==> src/rtl/instruction_loader.sv <==
// instruction_loader: receives a serial byte stream, assembles 32-bit
// instruction words MSB first, and writes them to consecutive word
// addresses starting at base_addr. The write address wraps modulo 2^ADDR_W.
// Optional feature macro: LOADER_CHECKSUM_EN. When it is defined, the loader
// keeps a running XOR of all written words and compares it with one trailing
// 32-bit word, setting checksum_err on a mismatch. When it is undefined,
// checksum_err is tied to 0.
module instruction_loader #(
    parameter int ADDR_W = 10
) (
    input  logic              clk,
    input  logic              reset,
    input  logic              start,
    input  logic [ADDR_W-1:0] base_addr,
    input  logic [ADDR_W-1:0] word_len,
    input  logic [7:0]        byte_in,
    input  logic              byte_valid,
    output logic              byte_ready,
    output logic              mem_we,
    output logic [ADDR_W-1:0] mem_addr,
    output logic [31:0]       mem_wdata,
    output logic              busy,
    output logic              done,
    output logic              checksum_err
);

    typedef enum logic [2:0] {IDLE, COLLECT, WRITE, CHECK, DONE} state_t;

    state_t            state_q, state_d;
    logic [ADDR_W-1:0] base_q, base_d;
    logic [ADDR_W-1:0] len_q, len_d;
    logic [ADDR_W-1:0] idx_q, idx_d;
    logic [ADDR_W-1:0] idx_inc;
    logic [1:0]        byte_cnt_q, byte_cnt_d;
    logic [31:0]       word_q, word_d;
`ifdef LOADER_CHECKSUM_EN
    logic [31:0]       csum_q, csum_d;
    logic              cerr_q, cerr_d;
`endif

    assign idx_inc = idx_q + ADDR_W'(1);

    // State and datapath registers; reset aborts any session and drops a partial word.
    always_ff @(posedge clk or posedge reset) begin
        if (reset) begin
            state_q    <= IDLE;
            base_q     <= '0;
            len_q      <= '0;
            idx_q      <= '0;
            byte_cnt_q <= '0;
            word_q     <= '0;
`ifdef LOADER_CHECKSUM_EN
            csum_q     <= '0;
            cerr_q     <= 1'b0;
`endif
        end else begin
            state_q    <= state_d;
            base_q     <= base_d;
            len_q      <= len_d;
            idx_q      <= idx_d;
            byte_cnt_q <= byte_cnt_d;
            word_q     <= word_d;
`ifdef LOADER_CHECKSUM_EN
            csum_q     <= csum_d;
            cerr_q     <= cerr_d;
`endif
        end
    end

    // Next-state logic: session start, byte assembly, word write, trailer check.
    always_comb begin
        state_d    = state_q;
        base_d     = base_q;
        len_d      = len_q;
        idx_d      = idx_q;
        byte_cnt_d = byte_cnt_q;
        word_d     = word_q;
`ifdef LOADER_CHECKSUM_EN
        csum_d     = csum_q;
        cerr_d     = cerr_q;
`endif
        case (state_q)
            IDLE, DONE: begin
                if (start) begin
                    base_d     = base_addr;
                    len_d      = word_len;
                    idx_d      = '0;
                    byte_cnt_d = '0;
                    word_d     = '0;
`ifdef LOADER_CHECKSUM_EN
                    csum_d     = '0;
                    cerr_d     = 1'b0;
`endif
                    // An empty session completes immediately without touching memory.
                    state_d    = (word_len == '0) ? DONE : COLLECT;
                end
            end
            COLLECT: begin
                if (byte_valid) begin
                    word_d     = {word_q[23:0], byte_in};
                    byte_cnt_d = byte_cnt_q + 2'd1;
                    if (byte_cnt_q == 2'd3) begin
                        state_d = WRITE;
                    end
                end
            end
            WRITE: begin
                idx_d = idx_inc;
`ifdef LOADER_CHECKSUM_EN
                csum_d = csum_q ^ word_q;
                state_d = (idx_inc == len_q) ? CHECK : COLLECT;
`else
                state_d = (idx_inc == len_q) ? DONE : COLLECT;
`endif
            end
            CHECK: begin
                if (byte_valid) begin
                    word_d     = {word_q[23:0], byte_in};
                    byte_cnt_d = byte_cnt_q + 2'd1;
                    if (byte_cnt_q == 2'd3) begin
`ifdef LOADER_CHECKSUM_EN
                        cerr_d = ({word_q[23:0], byte_in} != csum_q);
`endif
                        state_d = DONE;
                    end
                end
            end
            default: state_d = IDLE;
        endcase
    end

    assign byte_ready = (state_q == COLLECT) || (state_q == CHECK);
    assign mem_we     = (state_q == WRITE);
    assign mem_addr   = (state_q == WRITE) ? (base_q + idx_q) : '0;
    assign mem_wdata  = (state_q == WRITE) ? word_q : '0;
    assign busy       = (state_q == COLLECT) || (state_q == WRITE) || (state_q == CHECK);
    assign done       = (state_q == DONE);
`ifdef LOADER_CHECKSUM_EN
    assign checksum_err = cerr_q;
`else
    assign checksum_err = 1'b0;
`endif

endmodule

==> config.mk <==
export PLATFORM = sky130hd
export DESIGN_NAME = instruction_loader
export DESIGN_NICKNAME = d
export VERILOG_FILES = /design/src/rtl/instruction_loader.sv
export SDC_FILE = /design/constraint.sdc
export NUM_CORES = 1
export LEC_CHECK = 0
export BUFFER_PORTS_ARGS = -buffer_cell sky130_fd_sc_hd__buf_2
export CAP_MARGIN = 20
export CORE_MARGIN = 2
export CORE_UTILIZATION = 46
export CTS_BUF_LIST = sky130_fd_sc_hd__clkbuf_16
export DETAILED_ROUTE_END_ITERATION = 10
export PLACE_DENSITY = 0.7
export SLEW_MARGIN = 20
export SYNTH_ARGS = -nofsm -noshare
export SYNTH_HDL_FRONTEND = slang
export SYNTH_SLANG_ARGS = --single-unit
==> constraint.sdc <==
create_clock -name clk -period 2.8 [get_ports clk]
set_input_delay 0.14 -clock clk [delete_from_list [all_inputs] [get_ports clk]]
set_output_delay 0.14 -clock clk [all_outputs]
set_load 0.005 [all_outputs]
==> results of run 1 <==
==> per-stage QoR <==
stage	cell area (µm²)	utilization, %	cells	setup WS (ns)
floorplan	3530	-	336	0.725
finish	4350	59.3	513	0.281
global route	4350	59.3	513	0.00152
detailed placement	3990	54.5	496	0.396
CTS	4340	59.1	512	0.0376
global placement	3990	54.5	496	0.506
==> cell usage in the layout (no fill, tap or decap), drive strengths merged, types with 4 or more instances in the layout <==
cell / n
nand4: 4
xnor2: 10
xor2: 9
clkbuf: 9
and3: 35
nor2: 20
a22o: 35
a21oi: 7
o21ai: 17
nand2: 16
ha: 11
buf: 85
inv: 10
nand3: 6
and2: 5
nor3: 8
dfrtp: 67
mux2: 21
==> sequential cells by signal (all words and copies together) (netlist names) <==
signal / count
idx_q: 10
len_q: 10
word_q: 32
state_q: 3
base_q: 10
byte_cnt_q: 2
==> critical path, stage by stage, from the launching register on <==
cell	delay, ns
dfrtp_2	0.44
ha_1	0.19
inv_1	0.05
fa_1	0.37
nor2b_1	0.17
o21ai_0	0.14
a21boi_2	0.20
o21a_1	0.15
nor3_1	0.05
nor3_1	0.15
buf_2	0.13
==> logic make-up after synthesis <==
group | share of synthesized area [%]
buffers and inverters | 4.04
XOR/XNOR | 4.71
AO/OA/AOI/OAI | 16.2
other | 0.106
AND/OR/NAND/NOR | 16.4
flip-flops | 47.4
multiplexers | 6.69
adder cells (fa/ha/maj) | 4.46
==> repair_timing <==
action	4_1_cts	5_1_grt
resized for setup	0	3
setup endpoints to repair	0	2
buffers inserted	0	1
==> cell type report <==
cell class | count | area, µm² | area share (%)
clock buffers | 9 | 225 | 5.18
clock inverters | 7 | 116 | 2.68
inverters | 10 | 37.5 | 0.863
multi-input cells | 236 | 1720 | 39.6
flip-flops and latches | 67 | 1680 | 38.6
well taps | 99 | 124 | 2.85
repair buffers | 85 | 445 | 10.2
==> layer usage <==
metal / wire [µm] / vias to the layer above
met5: 0 / -
met4: 112 / 0
met3: 556 / 11
met2: 3600 / 101
met1: 3870 / 1400
li1: - / 1372
==> synth_stat cells (4+ instances only) <==
library cell,number
and3_1,34
ha_1,11
o21ai_0,17
nor2_1,20
inv_1,10
nand3_1,5
nand2_1,16
buf_2,6
a22o_1,35
xor2_1,9
dfrtp_1,67
clkbuf_1,15
mux2_2,21
nand4_1,4
xnor2_1,10
a21oi_1,7
nor3_1,8
==> power by group through the flow <==
stage	registers, mW	clock network [mW]	logic (mW)
floorplan	1.57	0	1.10
global placement	1.66	0	1.35
detailed placement	1.68	0	1.39
CTS	1.67	1.28	1.40
global route	1.73	1.33	1.56
finish	1.68	1.27	1.39
==> path summary, 6_finish.rpt <==
check / start / to / slack [ns]
setup / recovery: idx_q[0]$_DFFE_PP0P_ / mem_addr[6] / 0.28
hold / removal: byte_in[2] / word_q[2]$_DFFE_PP0P_ / 0.04
setup reg to reg: idx_q[0]$_DFFE_PP0P_ / state_q[0]$_DFFE_PP0P_ / 0.70
hold reg to reg: word_q[29]$_DFFE_PP0P_ / word_q[29]$_DFFE_PP0P_ / 0.49
max in group asynchronous: reset / idx_q[0]$_DFFE_PP0P_ / 2.14
min in group asynchronous: reset / word_q[18]$_DFFE_PP0P_ / 0.05
==> results.yml, run 1 <==
sta:
  clock_skew_ns: 0.00465
  slew_violations: 0
  finalSetupViolCount: 0
  clock.fmax_ghz: 0.397
  hold_viol: 0
  tns_ns: 0
  relSlewSlack_pct: 43.7
  fin_crit_sh_pct: 90.0
  fin_hold_ws_ns: 0.0381
  worstMarginPinSlew_ns: 0.844
  period_minus_slack_ns: 2.52
  grt_setup_unrepaired: "false"
synth:
  seq_area_frac_synth_pct: 47.4
  synth-main-ff-cell: "dfrtp_1"
  avgSynthCellArea_um2: 10.5
  synth_fp_nets: 380
  synth_top_area_share_pct: 47.4
  synthArstFlopShare_pct: 100
  ys_ff_latch: 67
  synth_area_mm2: 0.00353
  yosys_warnings: 0
  synth.distinct_cells: 46
  synthTopCellsByArea: "dfrtp_1, a22o_1, mux2_2, and3_1, ha_1"
  synth_top_area_cell: "dfrtp_1"
  netlist_instances: 336
  synth-edff-count: 0
routing:
  wl_per_cell_um: 15.9
  via_count: 2884
  drt_iter0_drc: 234
  drc: 0
  viasPerCell: 5.62
  drt-total-wl_um: 8140
  antenna_left: 0
  drt_first_pass_iters: 4
global_routing:
  grt_usage_pct: 20.1
  grtUsageMet1_pct: 30.6
  met2_usage_pct: 27.9
  gr-total-overflow: 0
  antenna_found_initial: 0
  grt_max_degree: 68
  grt_pass1_wl_um: 13400
  grt_pass1_vias: 2649
  busiest_layer: "met1"
  use_met3_pct: 2.96
clock_network:
  clockBufferDepth: 2
  clock-root-buffer: "clkbuf_16"
  clk_latency_ns: 0.32
  cts_buffers: 9
  htreeDepth: 3
  clock_sinks: 67
  clkSlewWorstSetupHoldPaths_ns: 0.06
  cts_tree: "done"
  cts_hold_buf: 0
final_layout:
  diodes: 0
  syn_to_final_growth_pct: 23.0
  drive_gt1_share_pct: 32.1
  fill_cells: 630
  nNetsFinal: 453
worst_hold_path:
  min_path_type: "in2reg"
  worstHoldPathCells: 2
power:
  switching_share_pct: 32.9
  cellLeakagePower_nw: 2.25
  clkPwrFrac_pct: 29.2
  power_frac_comb_pct: 32.1
  p_seq_share_pct: 38.7
  p_per_area_mw_per_mm2: 999
  p_switching_mw: 1.43
  peakVddDrop_uv: 524
  intPower_mw: 2.91
  power_mw: 4.34
critical_path:
  worst-setup-path-type: "reg2out"
  worst_r2r_path_depth: 6
  cp_max_fo: 8
  endpoint_kind: "output port"
  cp-start-kind: "flop"
  crit_required_ns: 2.66
  cp.arrival_ns: 2.38
run:
  drv_cap: 0
outcome:
  status: "finished, final reports clean"
placed_design:
  place_hpwl_um: 5550
  gp_congestion: 0.812
  io_buffers: 77
floorplan:
  die_w_um: 91.7
  die-area_mm2: 0.00840
  die_h_um: 91.7
  initial_core_util_pct: 48.2
  num_rows: 31
  io_pins: 79
  core_area_mm2: 0.00733
No activity file was read; power rests on OpenSTA's default activity.
==> inputs of run 2 (changes only) <==
==> constraint.sdc (replaced) <==
create_clock -name clk -period 2.8 [get_ports clk]
set_input_delay 0.14 -clock clk [delete_from_list [all_inputs] [get_ports clk]]
set_output_delay 0.14 -clock clk [all_outputs]
set_load 0.02 [all_outputs]
==> results.yml, run 2 (synthesis results as in run 1) <==
placed_design:
  post-place-ws_ns: 0.391
  place_area_mm2: 0.00402
  place_hpwl_um: 5710
  gp_congestion: 0.848
  io_buffers: 77
critical_path:
  cp_max_fo: 8
  cp.arrival_ns: 2.45
  worst-setup-path-type: "reg2out"
  crit_top_cell: "nor3_1"
  critPathSlowestCell: "dfrtp_2"
  endpoint_kind: "output port"
  worst_r2r_path_depth: 6
  max_stage_delay_ns: 0.44
  crit_required_ns: 2.66
  cp-start-kind: "flop"
  cp_cell_sequence: "ha_1, inv_1, fa_1, nor2b_1, o21ai_0, a21boi_1, o21a_1, nor3_1, nor3_1, buf_2"
worst_hold_path:
  worstHoldPathCells: 2
  min_path_type: "in2reg"
global_routing:
  grt_usage_pct: 19.9
  gr-total-overflow: 0
  grt_pass1_wl_um: 13200
  grt_pass1_vias: 2633
  antenna_found_initial: 0
  grt_max_degree: 39
final_layout:
  largest_register: "word_q"
  nNetsFinal: 456
  final_cell_area_mm2: 0.00434
  syn_to_final_growth_pct: 22.7
  diodes: 0
  final_cell_mix: "buf_2, dfrtp_1, a22o_1, and3_1, mux2_2"
  largest_reg_flops: 32
  final_util_pct: 59.2
  final_common_cell: "buf_2"
  fill_cells: 647
  drive_gt1_share_pct: 31.7
floorplan:
  num_rows: 31
  die-area_mm2: 0.00840
  die_h_um: 91.7
  core_area_mm2: 0.00733
  die_w_um: 91.7
  io_pins: 79
  initial_core_util_pct: 48.2
clock_network:
  post_cts_buffers: 0
  clockBufferDepth: 2
  clkSlewWorstSetupHoldPaths_ns: 0.05
  cts_buffers: 9
  clock-root-buffer: "clkbuf_16"
  clock_sinks: 67
  htreeDepth: 3
  cts_tree: "done"
  clk_latency_ns: 0.32
sta:
  relSlewSlack_pct: 56.6
  tns_ns: 0
  clock_skew_ns: 0.00490
  fin_crit_sh_pct: 92.5
  grt_setup_unrepaired: "false"
  hold_viol: 0
  clock.fmax_ghz: 0.386
  worstMarginPinSlew_ns: 0.651
  worst_slack_ns: 0.210
  period_minus_slack_ns: 2.59
  finalSetupViolCount: 0
  slew_violations: 0
run:
  drv_cap: 0
routing:
  dr_wl_met2_um: 3620
  drt_first_pass_iters: 4
  drt_iter0_drc: 180
  wl_per_cell_um: 15.6
  top_layer: "met4"
  antenna_left: 0
  m1WireLength_um: 3970
  drt-total-wl_um: 8070
  via_count: 2857
  wl_met3_um: 387
  viasPerCell: 5.54
  drc: 0
power:
  p_per_area_mw_per_mm2: 991
  cellLeakagePower_nw: 2.25
  peakVddDrop_uv: 492
outcome:
  status: "finished, final reports clean"
run 2: cell types whose count changed in the layout (fill, tap and decap cells not counted):
cell           delta
buf_4             +2
a21boi_2          -1
dlygate4sd3_1     +1
clkinv_4          -1
inv_1             +2
a21boi_1          +1
bufinv_16         -1
run 2: area by class of cell:
type / instances / area [µm²] / share of cell area [%]
multi-input cells: 236 / 1720 / 39.6
clock inverters: 7 / 85.1 / 1.96
repair buffers: 88 / 470 / 10.8
inverters: 10 / 37.5 / 0.865
flip-flops and latches: 67 / 1680 / 38.7
clock buffers: 9 / 225 / 5.19
well taps: 99 / 124 / 2.86
run 2: layer usage:
metal  vias up  GRT usage (%)
met5         -              0
met4         0           7.20
met3         8           3.94
met2        80           28.6
met1      1390           29.7
li1       1379              -
run 2: timing repair:
item / 4_1_cts / 5_1_grt
endpoints found under the hold margin: 30 / 0
resized for setup: 0 / 2
setup endpoints to repair: 0 / 2
hold buffers: 1 / 0
run 2: worst paths after layout:
kind                       slack, ns                     end              startpoint
max reg2reg                     0.72  state_q[0]$_DFFE_PP0P_    idx_q[0]$_DFFE_PP0P_
min                             0.04   word_q[1]$_DFFE_PP0P_              byte_in[1]
min reg2reg                     0.49  word_q[28]$_DFFE_PP0P_  word_q[28]$_DFFE_PP0P_
min in group asynchronous       0.45  word_q[26]$_DFFE_PP0P_                   reset
max in group asynchronous       1.65   word_q[9]$_DFFE_PP0P_                   reset
max                             0.21             mem_addr[6]    idx_q[0]$_DFFE_PP0P_
run 2: per-stage QoR:
stage               std cells  hold slack (ns)  power, mW
global route              516           0.0413       4.59
floorplan                 336            0.257       2.74
finish                    516           0.0395       4.30
detailed placement        499            0.277       3.14
global placement          499            0.273       3.10
CTS                       516           0.0321       4.33
run 2: power breakdown:
group	internal [mW]	switching (mW)
registers	1.36	0.308
logic	0.697	0.769
clock network	0.769	0.398
total	2.83	1.47
run 2: critical path: cells and delay by family, from the launching register on:
kind,cells,cell delay [ns]
buffers and inverters,2,0.24
adder cells (fa/ha/maj),2,0.56
AND/OR/NAND/NOR,3,0.36
AO/OA/AOI/OAI,3,0.52
flip-flops,1,0.44
